==> src/rtl/spi_hedef_birimi.sv <==
// SPI target: oversamples sck/csn/mosi on clk_i, delivers received bytes on a
// valid/ready stream and shifts bytes from a 1-entry holding register onto miso.
//
//   state | meaning
//   BOSTA | idle, waiting for a synchronised csn fall; sck edges ignored
//   AKTAR | frame active, miso driven, sample/shift on sck edges
module spi_hedef_birimi #(
  parameter int SYNC_STAGES = 2
) (
  input  logic       clk_i,
  input  logic       rstn_i,
  input  logic       cfg_cpol_i,
  input  logic       cfg_cpha_i,
  input  logic       cfg_msb_first_i,
  input  logic       sck_i,
  input  logic       csn_i,
  input  logic       mosi_i,
  output logic       miso_o,
  output logic       miso_oe_o,
  input  logic [7:0] tx_veri_i,
  input  logic       tx_gecerli_i,
  output logic       tx_hazir_o,
  output logic [7:0] rx_veri_o,
  output logic       rx_gecerli_o,
  input  logic       rx_hazir_i,
  output logic       rx_tasma_o,
  output logic       tx_eksik_o,
  output logic       aktif_o
);

  typedef enum logic {BOSTA, AKTAR} durum_t;

  durum_t durum_q, durum_d;

  logic [SYNC_STAGES-1:0] sck_sync_q, sck_sync_d;
  logic [SYNC_STAGES-1:0] csn_sync_q, csn_sync_d;
  logic [SYNC_STAGES-1:0] mosi_sync_q, mosi_sync_d;

  logic       sck_dly_q, sck_dly_d;
  logic       csn_dly_q, csn_dly_d;
  logic       cpol_q, cpol_d;
  logic       cpha_q, cpha_d;
  logic       msb_q, msb_d;
  logic [2:0] tx_cnt_q, tx_cnt_d;
  logic [2:0] rx_cnt_q, rx_cnt_d;
  logic [7:0] tx_sr_q, tx_sr_d;
  logic [7:0] rx_sr_q, rx_sr_d;
  logic [7:0] hold_q, hold_d;
  logic       hold_full_q, hold_full_d;
  logic [7:0] rx_veri_q, rx_veri_d;
  logic       rx_gecerli_q, rx_gecerli_d;
  logic       rx_tasma_q, rx_tasma_d;
  logic       tx_eksik_q, tx_eksik_d;

  logic       sck_s, csn_s, mosi_s;
  logic       sck_rise, sck_fall, lead_ev, trail_ev;
  logic       sample_ev, shift_ev;
  logic       csn_fall, csn_rise;
  logic       tx_load;
  logic [7:0] rx_byte;

  assign sck_s  = sck_sync_q[SYNC_STAGES-1];
  assign csn_s  = csn_sync_q[SYNC_STAGES-1];
  assign mosi_s = mosi_sync_q[SYNC_STAGES-1];

  assign sck_rise  = sck_s & ~sck_dly_q;
  assign sck_fall  = ~sck_s & sck_dly_q;
  assign csn_fall  = ~csn_s & csn_dly_q;
  assign csn_rise  = csn_s & ~csn_dly_q;
  assign lead_ev   = cpol_q ? sck_fall : sck_rise;
  assign trail_ev  = cpol_q ? sck_rise : sck_fall;
  assign sample_ev = cpha_q ? trail_ev : lead_ev;
  assign shift_ev  = cpha_q ? lead_ev : trail_ev;

  always_comb begin
    sck_sync_d   = {sck_sync_q[SYNC_STAGES-2:0], sck_i};
    csn_sync_d   = {csn_sync_q[SYNC_STAGES-2:0], csn_i};
    mosi_sync_d  = {mosi_sync_q[SYNC_STAGES-2:0], mosi_i};
    // Tracking sck every cycle means the copy already equals sck at frame start.
    sck_dly_d    = sck_s;
    csn_dly_d    = csn_s;
    durum_d      = durum_q;
    cpol_d       = cpol_q;
    cpha_d       = cpha_q;
    msb_d        = msb_q;
    tx_cnt_d     = tx_cnt_q;
    rx_cnt_d     = rx_cnt_q;
    tx_sr_d      = tx_sr_q;
    rx_sr_d      = rx_sr_q;
    hold_d       = hold_q;
    hold_full_d  = hold_full_q;
    rx_veri_d    = rx_veri_q;
    rx_gecerli_d = rx_gecerli_q;
    rx_tasma_d   = 1'b0;
    tx_eksik_d   = 1'b0;
    tx_load      = 1'b0;
    rx_byte      = rx_sr_q;

    if (rx_gecerli_q && rx_hazir_i) rx_gecerli_d = 1'b0;

    unique case (durum_q)
      BOSTA: begin
        if (csn_fall) begin
          cpol_d   = cfg_cpol_i;
          cpha_d   = cfg_cpha_i;
          msb_d    = cfg_msb_first_i;
          tx_cnt_d = 3'd0;
          rx_cnt_d = 3'd0;
          rx_sr_d  = 8'h00;
          tx_load  = ~cfg_cpha_i;
          durum_d  = AKTAR;
        end
      end
      AKTAR: begin
        if (csn_rise) begin
          durum_d  = BOSTA;
          tx_cnt_d = 3'd0;
          rx_cnt_d = 3'd0;
          rx_sr_d  = 8'h00;
        end else begin
          if (shift_ev) begin
            tx_cnt_d = tx_cnt_q + 3'd1;
            if (tx_cnt_q == (cpha_q ? 3'd0 : 3'd7)) tx_load = 1'b1;
            else tx_sr_d = msb_q ? {tx_sr_q[6:0], 1'b0} : {1'b0, tx_sr_q[7:1]};
          end
          if (sample_ev) begin
            rx_cnt_d = rx_cnt_q + 3'd1;
            rx_byte  = msb_q ? {rx_sr_q[6:0], mosi_s} : {mosi_s, rx_sr_q[7:1]};
            rx_sr_d  = rx_byte;
            if (rx_cnt_q == 3'd7) begin
              if (!rx_gecerli_q || rx_hazir_i) begin
                rx_veri_d    = rx_byte;
                rx_gecerli_d = 1'b1;
              end else begin
                rx_tasma_d = 1'b1;
              end
            end
          end
        end
      end
      default: durum_d = BOSTA;
    endcase

    // Load sees the old holding content; a same-cycle write refills it.
    if (tx_load) begin
      if (hold_full_q) begin
        tx_sr_d     = hold_q;
        hold_full_d = 1'b0;
      end else begin
        tx_sr_d    = 8'h00;
        tx_eksik_d = 1'b1;
      end
    end
    if (tx_gecerli_i && !hold_full_q) begin
      hold_d      = tx_veri_i;
      hold_full_d = 1'b1;
    end
  end

  always_ff @(posedge clk_i or negedge rstn_i) begin
    if (!rstn_i) begin
      durum_q      <= BOSTA;
      sck_sync_q   <= '0;
      csn_sync_q   <= '1;
      mosi_sync_q  <= '0;
      sck_dly_q    <= 1'b0;
      csn_dly_q    <= 1'b1;
      cpol_q       <= 1'b0;
      cpha_q       <= 1'b0;
      msb_q        <= 1'b0;
      tx_cnt_q     <= 3'd0;
      rx_cnt_q     <= 3'd0;
      tx_sr_q      <= 8'h00;
      rx_sr_q      <= 8'h00;
      hold_q       <= 8'h00;
      hold_full_q  <= 1'b0;
      rx_veri_q    <= 8'h00;
      rx_gecerli_q <= 1'b0;
      rx_tasma_q   <= 1'b0;
      tx_eksik_q   <= 1'b0;
    end else begin
      durum_q      <= durum_d;
      sck_sync_q   <= sck_sync_d;
      csn_sync_q   <= csn_sync_d;
      mosi_sync_q  <= mosi_sync_d;
      sck_dly_q    <= sck_dly_d;
      csn_dly_q    <= csn_dly_d;
      cpol_q       <= cpol_d;
      cpha_q       <= cpha_d;
      msb_q        <= msb_d;
      tx_cnt_q     <= tx_cnt_d;
      rx_cnt_q     <= rx_cnt_d;
      tx_sr_q      <= tx_sr_d;
      rx_sr_q      <= rx_sr_d;
      hold_q       <= hold_d;
      hold_full_q  <= hold_full_d;
      rx_veri_q    <= rx_veri_d;
      rx_gecerli_q <= rx_gecerli_d;
      rx_tasma_q   <= rx_tasma_d;
      tx_eksik_q   <= tx_eksik_d;
    end
  end

  assign miso_o       = (durum_q == AKTAR) & (msb_q ? tx_sr_q[7] : tx_sr_q[0]);
  assign miso_oe_o    = (durum_q == AKTAR);
  assign aktif_o      = (durum_q == AKTAR);
  assign tx_hazir_o   = ~hold_full_q;
  assign rx_veri_o    = rx_veri_q;
  assign rx_gecerli_o = rx_gecerli_q;
  assign rx_tasma_o   = rx_tasma_q;
  assign tx_eksik_o   = tx_eksik_q;

endmodule

==> config.mk <==
export PLATFORM = sky130hd
export DESIGN_NAME = spi_hedef_birimi
export DESIGN_NICKNAME = d
export VERILOG_FILES = /design/src/rtl/spi_hedef_birimi.sv
export SDC_FILE = /design/constraint.sdc
export NUM_CORES = 1
export LEC_CHECK = 0
export CAP_MARGIN = 20
export CORE_MARGIN = 5
export CORE_UTILIZATION = 31
export CTS_CLUSTER_DIAMETER = 200
export DETAILED_ROUTE_END_ITERATION = 10
export HOLD_SLACK_MARGIN = 0.12
export RECOVER_POWER = 50
export SYNTH_ARGS = -nofsm -noshare
export SYNTH_HDL_FRONTEND = slang
export SYNTH_SLANG_ARGS = --single-unit
==> constraint.sdc <==
create_clock -name clk_i -period 2.42 [get_ports clk_i]
set_clock_uncertainty 0.1 [all_clocks]
set_input_delay 0.363 -clock clk_i [delete_from_list [all_inputs] [get_ports clk_i]]
set_output_delay 0.363 -clock clk_i [all_outputs]
set_load 0.01 [all_outputs]
==> metrics list <==
- After detailed routing, the number of remaining DRC violations is 0.
- Detailed-route wire length: 5479 µm
- The tree is rooted in a clkbuf_8.
- In the layout the commonest cells are 51 x dfrtp_1, 27 x clkdlybuf4s50_1, 23 x mux2i_1, 20 x nand2_1, 16 x nor2_1.
- The run finished with clean final reports.
- The number of different library cells used by synthesis comes to 39.
- Number of fillers in the final layout: 817
- Final Cycle Share: 88.19%
- GRT Resource Usage Total: 11.36%
* Switching power: 0.9086 mW
- Along the worst path, the maximum fanout reaches 9.
- The floorplan has 33 rows.
- Post-synthesis net count: 250
- Number of nets at the end of the flow: 290
- Of the cells placed in the final design, the portion with a size suffix greater than 1 is 14.44%.
- Summing all multi-input logic gate instances after layout gives 1177 µm².
* TritonCTS clock tree: yes
- The first routing iteration left 121 violations.
- The worst setup path is of the register to output port kind.
- Highest ir drop seen on vdd: 0.2624 mV
* Total routed wire length on the met1 layer: 2864 µm
* IO buf count: 32
- Relative slew margins: 5.018%
- The number of global-route vias before repair was 1864.
* Maxcap violations: 0
- 0 antenna diodes ended up in the layout.
- The signal on the critical path passes through inv_1 > nor2_1 > clkdlybuf4s50_1.
- Category of the worst setup path launch point: register
- Counting the buffers created by CTS gives 5.
- The internal power of the cells totals 1.826 mW.
- Worst Tran Pin Value: 1.425 ns
- On the worst path, the slowest cell contributes a delay of 0.56 ns.
- Final-layout setup total negative slack: 0 ns
- Area growth from synthesis to layout: 23.20%
- Final period demand of the worst path: 2.134 ns
* Mapped cell area: 2600 µm²
- PD cells: 853.7 nW/µm²
- The first global-routing pass estimated 9266 µm of wire.
- Entering global routing, the biggest net connects 32 pins.
- Clock-pin slew was measured on the worst setup and hold paths at 0.10 ns.
- Avg Synthesized Cell Area: 11.35 µm²
* Vertical die dimension: 101.6 µm
- In the final layout, flip-flops and latches occupy 1355 µm².
- Vias after detailed routing: 1819
* Amount of wire on met3 after detailed routing: 155 µm
* Final Hold Vio Count: 0
- Synthesis produced a netlist whose cell count is 229.
- After global routing the overflow that remains totals 0.
- Combinational fraction of design power: 33.7%
* Worst min-delay path category: register to register
- YS warnings: 0
- Buffers inserted to repair hold after CTS numbered 1.
* HPWL after detailed placement: 4029 µm
- The floorplan step defined a die boundary enclosing 10320 µm².
* CTS H-tree depth: 2
- For this run, the share of the core covered by cells in the final layout is 39.18%.
* Initial DRT Pass Iterations: 4
- The number of buffers and inverters on the critical path is 2.
- After detailed routing, the number of vias per cell comes to 4.851.
- STA classifies the critical path endpoint as an output port.
- Required time of the worst setup path: 1.96 ns
- Number of flip-flops and latches in the synthesized netlist: 54
* Clock insertion delay at the later pin of the skew report: 0.31 ns
- Starting Density: 31.80%
* Power, Total: 2.735 mW
- The clock passes through at most 2 buffers.
* Placer Congestion: 0.8260
- Among cell families on the critical path, the largest total delay comes from buffers and inverters.
* Highest metal layer used by the detailed router: met4
- Setup repair after global routing left no endpoint under its margin.
* Sequential fraction of the synthesis area: 52.12%
- Wire length per cell after detailed routing: 14.61 µm
- Cell taking the most area after synthesis: dfrtp_1
* Sequential cell fraction of total power: 45.9%
- Post-layout instance area: 3203 µm²
- 33 I/O pins were placed.
- The share of synthesized area in the top cell type comes to 49.09%.
- Based on the critical path, the design can be clocked at up to 468.6 MHz.
* Buffers inserted during post-CTS setup optimization: 0
- On the critical path, the stage with the largest delay is an instance of clkdlybuf4s50_1.
- Leading cell type in the layout, fill and taps excluded: dfrtp_1
* Die width: 101.6 µm
* Remaining number of nets flagged by the antenna check after routing: 0
- Core region area: 8175 µm²
- The number of antenna violations at the first check in global routing came to 0.
- In this run switching power makes up 33.22% of total power.
- Top post-synthesis cells by area: dfrtp_1 49%, mux2i_1 8.9%, mux2_2 4.8%
- Number of clock sinks seen by CTS: 54
- Met2 Wirelength: 2388 µm
- Total leakage power: 1.419 nW
- The share of total power dissipated in the clock network is 20.4%.
- Final setup violation count: 0
- Max-slew violation total from the final report: 0
- In this run, post-CTS repair resized a total of 0 instances.
* Critical path data arrival time: 1.67 ns
* Instance area at placement: 3089 µm²
==> power groups by stage <==
stage / clock network (mW) / logic, mW / registers, mW
2_1_floorplan: 0 / 0.683 / 1.23
3_3_place_gp: 0 / 0.911 / 1.27
3_5_place_dp: 0 / 0.927 / 1.27
4_1_cts: 0.582 / 0.931 / 1.26
5_1_grt: 0.622 / 1.02 / 1.28
6_report: 0.557 / 0.922 / 1.26
==> worst paths after layout <==
path / from / endpoint / slack (ns) / depth (start not counted)
max: aktif_o$_DFF_PN0_ / miso_o / 0.29 / 3
min: mosi_sync_q[0]$_DFF_PN0_ / mosi_sync_q[1]$_DFF_PN0_ / 0.25 / 0
max reg2reg: csn_sync_q[1]$_DFF_PN1_ / rx_cnt_q[1]$_DFFE_PN0P_ / 0.46 / 4
min reg2reg: mosi_sync_q[0]$_DFF_PN0_ / mosi_sync_q[1]$_DFF_PN0_ / 0.25 / 0
max in group asynchronous: rstn_i / csn_sync_q[0]$_DFF_PN1_ / 0.53 / 3
min in group asynchronous: rstn_i / hold_q[3]$_DFFE_PN0P_ / 0.81 / 2
==> cells in the mapped netlist (all sizes together) <==
cell,count
dfstp,3
a22o,3
a21oi,7
nand2b,5
o311ai,2
and2,1
and4b,1
inv,4
and3,3
mux2i,25
nor2b,4
dfrtp,51
xnor2,1
nor2,17
o211ai,2
o211a,6
a21o,2
xor2,1
or4b,1
nand3,3
o2bb2ai,8
nand4b,2
o31ai,8
a31oi,1
o21ai,15
nor4b,2
ha,3
a211oi,1
nor4,5
clkbuf,5
nand2,20
mux2,11
buf,6
==> logic make-up (layout without fill, tap and decap cells) <==
kind of cell	after synthesis	count (layout)	share of synthesized area, %
muxes	36	36	14.68
buffers and inverters	15	56	2.598
xor gates and xnor gates	2	2	0.9627
AOI/OAI and AO/OA	55	55	14.92
and+or+nand+nor	64	64	13.28
DFF	54	54	52.12
adders and majority gates	3	3	1.444
==> area by class of cell <==
type / instances / area share, %
Clock buffer: 7 / 3.008
Clock inverter: 1 / 0.2734
Inverter: 4 / 0.4688
Multi-Input combinational cell: 160 / 36.76
Sequential cell: 54 / 42.30
Tap cell: 105 / 4.102
Timing Repair Buffer: 44 / 13.09
==> registers in the layout, summed over array words and instances (netlist names), 2 cells and up <==
signal and flops:
tx_cnt_q 3, sck_sync_q 2, rx_sr_q 8, hold_q 8, tx_sr_q 8, csn_sync_q 2
rx_veri_o 8, rx_cnt_q 3, mosi_sync_q 2
==> stage by stage <==
step	cells	setup slack (ns)	hold slack, ns
final	375	0.2858	0.2547
after global routing	375	0.1627	0.2602
after CTS	375	0.2526	0.2572
after detailed placement	366	0.5263	0.2347
after global placement	366	0.4938	0.2336
after floorplan	229	0.6974	-0.03259
==> layer usage <==
layer / vias to the layer above / GRT usage, %
li1: 917 / -
met2: 37 / 16.55
met1: 861 / 16.98
met4: 0 / 3.988
met5: - / 0
met3: 4 / 1.860
Note: power is estimated with default switching activity, not from simulation.
